--- src/rtl/nanov_digit_alu.sv ---
// nanov_digit_alu: digit-serial RV32I execute unit, operands arrive LSB digit first.
// ADD/SUB/logic results stream out one cycle behind their inputs; shifts and SLT/SLTU use a second output phase.
module nanov_digit_alu #(
    parameter int unsigned XLEN  = 32,
    parameter int unsigned DIGIT = 1,
    parameter int unsigned SHW   = 5
) (
    input  logic             clk,
    input  logic             rstn,
    input  logic             start,
    input  logic [3:0]       op,
    input  logic [DIGIT-1:0] a_in,
    input  logic [DIGIT-1:0] b_in,
    output logic             busy,
    output logic             res_valid,
    output logic [DIGIT-1:0] res_out,
    output logic             done,
    output logic             eq,
    output logic             lt,
    output logic             ltu
);
    localparam int unsigned N  = XLEN / DIGIT;
    localparam int unsigned CW = (N > 1) ? $clog2(N) : 1;

    typedef enum logic [1:0] {S_IDLE, S_IN, S_OUT} state_e;

    state_e           state_q, state_d;
    logic [CW-1:0]    beat_q, beat_d;
    logic [3:0]       op_q, op_d;
    logic             add_c_q, add_c_d;
    logic             sub_c_q, sub_c_d;
    logic             eq_acc_q, eq_acc_d;
    logic [XLEN-1:0]  buf_q, buf_d;
    logic [SHW-1:0]   shamt_q, shamt_d;
    logic             busy_q, busy_d;
    logic             res_valid_q, res_valid_d;
    logic [DIGIT-1:0] res_q, res_d;
    logic             done_q, done_d;
    logic             eq_q, eq_d;
    logic             lt_q, lt_d;
    logic             ltu_q, ltu_d;

    logic             accept;
    logic [3:0]       op_cur;
    logic [CW-1:0]    beat_cur;
    logic             late;
    logic             is_sub;
    logic             last_in;
    logic [DIGIT:0]   add_sum;
    logic [DIGIT:0]   sub_sum;
    logic             eq_run;
    logic [DIGIT-1:0] stream_dig;
    logic [XLEN-1:0]  shifted;

    // Beat 0 is processed in the accept cycle itself, before op is latched.
    assign accept   = (state_q == S_IDLE) && !busy_q && start;
    assign op_cur   = accept ? op : op_q;
    assign beat_cur = accept ? '0 : beat_q;
    assign late     = (op_cur[2:0] == 3'd1) || (op_cur[2:0] == 3'd2) ||
                      (op_cur[2:0] == 3'd3) || (op_cur[2:0] == 3'd5);
    assign is_sub   = (op_cur[2:0] == 3'd0) && op_cur[3];
    assign last_in  = (state_q == S_IN) && (beat_q == CW'(N - 1));

    // The subtractor always runs: it feeds SUB results and the comparison flags.
    assign add_sum = ({1'b0, a_in} + {1'b0, b_in}) + (DIGIT + 1)'(accept ? 1'b0 : add_c_q);
    assign sub_sum = ({1'b0, a_in} + {1'b0, ~b_in}) + (DIGIT + 1)'(accept ? 1'b1 : sub_c_q);
    assign eq_run  = (accept ? 1'b1 : eq_acc_q) && (sub_sum[DIGIT-1:0] == '0);

    always_comb begin
        case (op_cur[2:0])
            3'd0:    stream_dig = is_sub ? sub_sum[DIGIT-1:0] : add_sum[DIGIT-1:0];
            3'd4:    stream_dig = a_in ^ b_in;
            3'd6:    stream_dig = a_in | b_in;
            3'd7:    stream_dig = a_in & b_in;
            default: stream_dig = '0;
        endcase
    end

    always_comb begin
        if (op_q[2:0] == 3'd1) begin
            shifted = buf_q << shamt_q;
        end else if (op_q[3]) begin
            shifted = $unsigned($signed(buf_q) >>> shamt_q);
        end else begin
            shifted = buf_q >> shamt_q;
        end
    end

    always_comb begin
        state_d     = state_q;
        beat_d      = beat_q;
        op_d        = op_q;
        add_c_d     = add_c_q;
        sub_c_d     = sub_c_q;
        eq_acc_d    = eq_acc_q;
        buf_d       = buf_q;
        shamt_d     = shamt_q;
        busy_d      = 1'b0;
        res_valid_d = 1'b0;
        res_d       = '0;
        done_d      = 1'b0;
        eq_d        = eq_q;
        lt_d        = lt_q;
        ltu_d       = ltu_q;

        if (accept || (state_q == S_IN)) begin
            busy_d   = 1'b1;
            beat_d   = beat_cur + CW'(1);
            add_c_d  = add_sum[DIGIT];
            sub_c_d  = sub_sum[DIGIT];
            eq_acc_d = eq_run;
            buf_d[int'(beat_cur) * int'(DIGIT) +: DIGIT] = a_in;
            for (int i = 0; i < int'(SHW); i++) begin
                if (int'(beat_cur) == i / int'(DIGIT)) begin
                    shamt_d[i] = b_in[i % int'(DIGIT)];
                end
            end
            if (accept) begin
                op_d    = op;
                state_d = S_IN;
            end
            if (!late) begin
                res_valid_d = 1'b1;
                res_d       = stream_dig;
            end
            // Top digit: resolve the flags from the final borrow and sign bits.
            if (last_in) begin
                beat_d = '0;
                eq_d   = eq_run;
                ltu_d  = ~sub_sum[DIGIT];
                lt_d   = (a_in[DIGIT-1] != b_in[DIGIT-1]) ? a_in[DIGIT-1] : sub_sum[DIGIT-1];
                if (late) begin
                    state_d = S_OUT;
                end else begin
                    state_d = S_IDLE;
                    done_d  = 1'b1;
                end
            end
        end else if (state_q == S_OUT) begin
            busy_d      = 1'b1;
            res_valid_d = 1'b1;
            beat_d      = beat_q + CW'(1);
            if (op_q[2:1] == 2'b01) begin
                res_d = (beat_q == '0) ? DIGIT'(op_q[0] ? ltu_q : lt_q) : '0;
            end else begin
                res_d = shifted[int'(beat_q) * int'(DIGIT) +: DIGIT];
            end
            if (beat_q == CW'(N - 1)) begin
                beat_d  = '0;
                state_d = S_IDLE;
                done_d  = 1'b1;
            end
        end
    end

    always_ff @(posedge clk or negedge rstn) begin
        if (!rstn) begin
            state_q     <= S_IDLE;
            beat_q      <= '0;
            op_q        <= '0;
            add_c_q     <= 1'b0;
            sub_c_q     <= 1'b0;
            eq_acc_q    <= 1'b0;
            buf_q       <= '0;
            shamt_q     <= '0;
            busy_q      <= 1'b0;
            res_valid_q <= 1'b0;
            res_q       <= '0;
            done_q      <= 1'b0;
            eq_q        <= 1'b0;
            lt_q        <= 1'b0;
            ltu_q       <= 1'b0;
        end else begin
            state_q     <= state_d;
            beat_q      <= beat_d;
            op_q        <= op_d;
            add_c_q     <= add_c_d;
            sub_c_q     <= sub_c_d;
            eq_acc_q    <= eq_acc_d;
            buf_q       <= buf_d;
            shamt_q     <= shamt_d;
            busy_q      <= busy_d;
            res_valid_q <= res_valid_d;
            res_q       <= res_d;
            done_q      <= done_d;
            eq_q        <= eq_d;
            lt_q        <= lt_d;
            ltu_q       <= ltu_d;
        end
    end

    assign busy      = busy_q;
    assign res_valid = res_valid_q;
    assign res_out   = res_q;
    assign done      = done_q;
    assign eq        = eq_q;
    assign lt        = lt_q;
    assign ltu       = ltu_q;

endmodule

--- config.mk ---
export PLATFORM = sky130hd
export DESIGN_NAME = nanov_digit_alu
export DESIGN_NICKNAME = d
export VERILOG_FILES = /design/src/rtl/nanov_digit_alu.sv
export SDC_FILE = /design/constraint.sdc
export NUM_CORES = 1
export LEC_CHECK = 0
export ABC_AREA = 1
export CORE_ASPECT_RATIO = 1.1
export CORE_UTILIZATION = 30
export DETAILED_ROUTE_END_ITERATION = 10
export HOLD_SLACK_MARGIN = 0.12
export PLACE_DENSITY = 0.45
export SLEW_MARGIN = 0
export SYNTH_ARGS = -nofsm -noshare
export SYNTH_HDL_FRONTEND = slang
export SYNTH_SLANG_ARGS = --single-unit
--- constraint.sdc ---
create_clock -name clk -period 2.8 [get_ports clk]
set_input_delay 0.28 -clock clk [delete_from_list [all_inputs] [get_ports clk]]
set_output_delay 0.28 -clock clk [all_outputs]
set_load 0.01 [all_outputs]
==> run_results.csv, run 1 <==
group,metric,value,unit
final_layout,layout.nets,1306,
synthesis,mappedNetlistArea,7170,um^2
worst_setup_path,cp.required,3010,ps
sta,report.final.slew_viol_count,0,
route,drc_errors,0,
route,routed_wl,29.5,mm
global_route,first_global_vias,8248,
sta,setup_viol,0,
final_layout,n_antenna_cell,0,
clocking,h-tree-depth,3,
place,gp_routability_congestion,0.990,
synthesis,synth-warning-count,0,
clocking,cts.sinks,58,
die,dieHeight,164,um
worst_setup_path,timing.reg2reg.setup_slack,220,ps
sta,fin_skew,5.48,ps
run,cap_viol_max_count,0,
synthesis,asyncSetResetFlopFracSynth,1.00,
route,postRouteAntennaNets,0,
global_route,pin_count_of_the_biggest_net_entering_global_routing,59,
clocking,worstSkewPairLatency,330,ps
route,via_count,8652,
final_layout,number_of_non_filler_instances_in_the_completed_layout,1589,
route,drt_iter0_drc,781,
synthesis,largest_family_of_logic_cells_by_synthesized_area,"simple AND/OR/NAND/NOR gates",
clocking,numCtsBuffers,9,
worst_setup_path,path_cells,"inv_1 > and3_1 > buf_12 > nor2_2 > inv_2 > ha_1 > nand2_1 > inv_2 > ha_1 > buf_4 > nor3_4 > buf_4 > nand2_1 > mux2_1",
sta,fin_crit_sh,0.921,
synthesis,synth-seq-area-share,0.202,
sta,rsz0062_at_grt,"no",
place,placed_cells_incl_taps,1573,
route,routed_via_density,5.44,
synthesis,post_synth_cell_types,47,
die,rows,58,
sta,max_slew_margin,0.483,
synthesis,postSynthCellCount,1254,
synthesis,post_synth_fa_ha_maj_area_fraction,0.0248,
final_layout,flow.area_growth_from_synthesis,17.2,%
final_layout,multiInputGateArea,5000,um^2
worst_setup_path,crit_family,"simple AND/OR/NAND/NOR gates",
sta,maxClockFrequency,0.388,GHz
clocking,clock_pin_slew_reported_for_the_worst_setup_and_hold_paths_after_clock_tree_synthesis,50,ps
sta,tightestPinTransition,776,ps
route,wl_cell,18.5,um
worst_setup_path,crit_arrival,2790,ps
place,hpwl_after_detailed_placement,23.6,mm
place,io_buffer_count,15,
global_route,track_usage,0.250,
clocking,cts_tree,"built",
die,die-width,149,um
final_layout,share_of_final_layout_standard_cells_stronger_than_drive_strength_1,0.112,
hold_path,hold_path_class,"in -> async",
worst_setup_path,worstPathMaxFanout,7,
die,pin_count,16,
route,drt_first_pass_iters,5,
worst_setup_path,worst-setup-path-type,"reg -> reg",
synthesis,synth_top_cell_area_share,0.255,
synthesis,synth_compound_gate_area_share,0.101,
synthesis,syn_nets,1276,
clocking,post_cts_buffers,0,
die,start_util,0.310,
synthesis,synth.area.mux_share,0.0136,
outcome,run_status,"finished clean",
clocking,clk_path_buf_depth,2,
worst_setup_path,critical_path_buf_inv_count,6,
synthesis,synth.area.top_cells,"nand3_1, nand2_1, dfrtp_1, inv_1, nor2_1",
synthesis,postSynthAreaPerCell,5.72,um^2
worst_setup_path,r2r_cells,14,
sta,timing.final.hold_violations,0,
synthesis,synth_xor_area_frac,0.00506,
clocking,cts.hold.buffers_added,0,
sta,final.min_clock_period,2580,ps
synthesis,number_of_enable_flip_flop_cells_after_synthesis,0,
worst_setup_path,endpoint_kind,"flip-flop",
worst_setup_path,max_stage_delay,350,ps
global_route,grt_antenna_before_repair,0,
die,core-area,23100,um^2
final_layout,fillCellCount,2615,
final_layout,register_area,1460,um^2
global_route,grt_remaining_overflow,0,
worst_setup_path,timing.critical_path.slowest_stage_cell,"dfrtp_1",
synthesis,synth_simple_gate_area_share,0.550,
worst_setup_path,cp.depth,14,
worst_setup_path,worst_setup_path_start_kind,"flip-flop",
clocking,cts_root_buffer,"clkbuf_16",
die,die_area,24500,um^2
global_route,grt_first_pass_wirelength,46.7,mm
synthesis,synth-main-ff-cell,"dfrtp_1",
synthesis,ys_ff_latch,58,
synthesis,synth_area_leader_cell,"nand3_1",
## Yosys cell counts (2+ instances only)
library cell	n
buf_4	8
a31oi_1	10
clkbuf_1	25
nor2_4	2
nand4_1	17
inv_2	12
nor2_1	59
o21ai_0	38
a21oi_1	43
nor3_1	12
buf_2	31
nand3_2	4
buf_1	10
a22oi_1	3
inv_4	2
nor2_2	6
nor2_8	2
mux2_1	6
fa_1	2
o22ai_1	2
inv_1	80
o41ai_2	4
nand2_1	404
ha_1	11
mux2i_1	3
buf_6	2
nand2_2	2
o41ai_1	5
nand3_1	366
o211ai_1	9
dfrtp_1	58
## metrics by stage
stage / setup WS [ps] / hold slack, ps / instance area, um^2 / utilization / TNS [ps]
after floorplan: 63.0 / -15.6 / 7170 / - / 0
after global placement: -74.7 / 467 / 8060 / 0.348 / -294
after detailed placement: -106 / 479 / 8060 / 0.348 / -714
after CTS: 181 / 143 / 8380 / 0.362 / 0
after global routing: 1.46 / 194 / 8410 / 0.363 / 0
final: 222 / 101 / 8410 / 0.363 / 0
## layout by cell type, fill, tap and decap left out, types with 9 or more instances in the layout
| cell | n |
|---|---|
| a21oi_1 | 42 |
| a31oi_1 | 10 |
| nor3_1 | 12 |
| clkbuf_16 | 9 |
| dfrtp_1 | 55 |
| buf_4 | 69 |
| buf_12 | 11 |
| o21ai_0 | 36 |
| nor2_1 | 58 |
| ha_1 | 11 |
| clkdlybuf4s50_1 | 14 |
| inv_2 | 13 |
| nand2_1 | 403 |
| inv_1 | 78 |
| nand3_1 | 365 |
| nand4_1 | 17 |
| o211ai_1 | 9 |
## cells by family after synthesis
| kind of cell | after synthesis |
|---|---|
| buf+inv | 172 |
| compound gates | 120 |
| fa+ha+maj | 13 |
| simple gates | 880 |
| flops | 58 |
| mux | 9 |
| xor+xnor | 2 |
## final cells by class
cell class,count,area share
multi-input combinational,1024,0.594
sequential,58,0.173
timing repair buffer,95,0.105
inverter,96,0.0446
tap,300,0.0446
clock buffer,11,0.0289
clock inverter,5,0.00923
## path summary, 6_finish.rpt
kind,to,start
hold / removal,beat_q[1],rstn
setup reg to reg,buf_q[19],state_q[1]
max in group asynchronous,shamt_q[1],rstn
min in group clk,eq_acc_q,eq_acc_q
setup / recovery,buf_q[19],state_q[1]
hold reg to reg,eq_acc_q,eq_acc_q
## worst reg2reg max path, delay by kind of cell, from the launching register on
family,cells,cell delay [ps]
AND/OR/NAND/NOR,5,670
adder cells (fa/ha/maj),2,490
buffers and inverters,6,640
flip-flops,1,350
multiplexers,1,310
## state kept, by name, summed over array words and instances (netlist names), 2 cells and up
name     flops
buf_q       32
beat_q       5
shamt_q      5
op_q         4
state_q      2
## repair_timing
action	CTS	global route
hold endpoints to repair	0	0
resized for setup	0	10
setup endpoints to repair	0	3
## routing by layer
metal  global-route usage  share of wire
met5                    0              0
met4                0.104          0.041
met3               0.0211          0.054
met2                0.403           0.45
met1                0.340           0.45
Power of run 1 is left out: the tool's default activity adds up to more than one toggle a clock period on the data nets, which glitch-free logic cannot reach.
==> inputs of run 2 (changes only) <==
- GPL_TIMING_DRIVEN: not set -> 0
==> run_results.csv, run 2 (synthesized netlist as in run 1, its figures left out) <==
group,metric,value,unit
outcome,run_status,"finished clean",
clocking,clk_path_buf_depth,2,
route,wl_cell,21.8,um
sta,maxClockFrequency,0.376,GHz
place,hpwl_after_detailed_placement,27.6,mm
sta,fin_skew,4.55,ps
hold_path,holdCritStartpoint,"eq_acc_q",
die,dieHeight,164,um
global_route,grt_antenna_before_repair,0,
final_layout,layout.nets,1318,
final_layout,layout_commonest_cell,"nand2_1",
place,gp_routability_congestion,1.04,
hold_path,hold_path_depth,2,
route,drc_errors,0,
die,pin_count,16,
clocking,cts.sinks,58,
worst_setup_path,cp-startpoint,"shamt_q[2]",
sta,report.final.slew_viol_count,0,
worst_setup_path,crit_arrival,2920,ps
global_route,grtUsageMet2,0.453,
die,core-area,23100,um^2
worst_setup_path,worstPathMaxFanout,10,
final_layout,share_of_final_layout_standard_cells_stronger_than_drive_strength_1,0.146,
global_route,grt_remaining_overflow,0,
global_route,first_global_vias,8878,
sta,fin_crit_sh,0.950,
sta,tightestPinTransition,673,ps
final_layout,flow.area_growth_from_synthesis,18.0,%
route,routed_wl,35.0,mm
worst_setup_path,timing.reg2reg.setup_slack,140,ps
final_layout,number_of_flip_flops_under_the_largest_register_name,32,
die,die-width,149,um
global_route,grt_first_pass_wirelength,53.4,mm
die,start_util,0.310,
global_route,grtUsageMet1,0.375,
clocking,numCtsBuffers,9,
final_layout,final_core_utilization,0.366,
route,drt_iter0_drc,1130,
final_layout,n_antenna_cell,0,
clocking,clock_pin_slew_reported_for_the_worst_setup_and_hold_paths_after_clock_tree_synthesis,50,ps
final_layout,layout_top_registers,"buf_q: 32 flops, beat_q: 5 flops, shamt_q: 5 flops",
global_route,track_usage,0.293,
worst_setup_path,r2r-end,"res_out",
sta,max_slew_margin,0.551,
sta,final.hold.worst_slack,481,ps
hold_path,hold_path_class,"reg -> reg",
clocking,worstSkewPairLatency,320,ps
worst_setup_path,critical_path.reg2reg.startpoint,"shamt_q[2]",
worst_setup_path,cp.required,3060,ps
clocking,cts_tree,"built",
die,rows,58,
route,via_count,9279,
clocking,cts_root_buffer,"clkbuf_16",
route,routed_via_density,5.80,
route,postRouteAntennaNets,0,
die,die_area,24500,um^2
place,io_buffer_count,15,
clocking,h-tree-depth,3,
final_layout,layout.cells.most_common_list,"nand2_1, nand3_1, inv_1, dfrtp_1, nor2_1",
sta,setup_viol,0,
sta,rsz0062_at_grt,"yes",
route,drt_first_pass_iters,6,
final_layout,register_area,1450,um^2
sta,finalWorstSetupSlack,140,ps
place,place_ws,-667,ps
sta,fin_tns_setup,0,ps
sta,timing.final.hold_violations,0,
sta,final.min_clock_period,2660,ps
worst_setup_path,worst-setup-path-type,"reg -> reg",
final_layout,largest_register,"buf_q",
global_route,globalRoute.busiestLayer,"met2",
final_layout,fillCellCount,2565,
worst_setup_path,endpoint_kind,"flip-flop",
worst_setup_path,worst_setup_path_start_kind,"flip-flop",
hold_path,hold_path_sink,"eq_acc_q",
final_layout,multiInputGateArea,5210,um^2
global_route,pin_count_of_the_biggest_net_entering_global_routing,32,
run,cap_viol_max_count,0,
global_route,met3_usage,0.0506,
worst_setup_path,r2r_cells,18,
run 2: changes by cell type in the layout (fill, tap and decap cells not counted), sizes merged:
cell and change:
dlygate4sd3 +1, clkinvlp -1, inv +1, bufinv -2, buf -24, clkbuf +37
run 2: routing by layer:
layer  part of all wire  wire [um]
met5                  0          0
met2               0.43      15000
met1               0.41      14500
met3              0.084       2950
met4              0.071       2490
run 2: cell type report:
| type | count | share of cell area |
|---|---|---|
| inverter | 96 | 0.0444 |
| multi-input combinational | 1024 | 0.615 |
| buffer | 76 | 0.0584 |
| sequential | 58 | 0.171 |
| timing repair buffer | 31 | 0.0346 |
| tap | 300 | 0.0444 |
| clock buffer | 13 | 0.0296 |
| clock inverter | 3 | 0.00177 |
run 2: critical path, cell delays in order (launching register included):
cell	delay, ps
dfrtp_1	360
buf_2	180
inv_1	80
clkbuf_4	230
buf_4	250
nand3_1	150
nand3_1	180
nand2_1	80
o21bai_1	230
nand3_1	150
nand3_1	140
nand3_1	90
nand3_1	110
nand3_1	80
nand2_1	60
nand2_1	50
nand2_1	60
nand2_1	50
nand2_1	60
run 2: timing repair:
| action | 4_1_cts | 5_1_grt |
|---|---|---|
| hold buffers | 1 | 0 |
| resized for setup | 15 | 124 |
| setup buffers | 6 | 8 |
| endpoints found under the hold margin | 27 | 0 |
| endpoints found under the setup margin | 33 | 21 |
| pin swaps | 4 | 7 |
run 2: how the worst max path moves through the flow:
stage	depth (start not counted)	slack [ps]	to
global route	23	-30	res_out
detailed placement	15	-670	buf_q[1]
finish	18	140	res_out
CTS	17	10	res_out
floorplan	15	60	buf_q[3]
global placement	15	-650	buf_q[3]
run 2: stage by stage:
stage / area, um^2 / cells
3_5_place_dp: 7710 / 1570
6_report: 8460 / 1601
4_1_cts: 8080 / 1593
2_1_floorplan: 7170 / 1254
3_3_place_gp: 7700 / 1569
5_1_grt: 8460 / 1601
Power of run 2 is left out for the same reason.
==> inputs of run 3 (changes only) <==
- CTS_CLUSTER_DIAMETER: not set -> 30
==> results of run 3 <==
Same layout as run 2: the final DEF is identical, and so are final timing and power.
Power of run 3 is left out for the same reason.
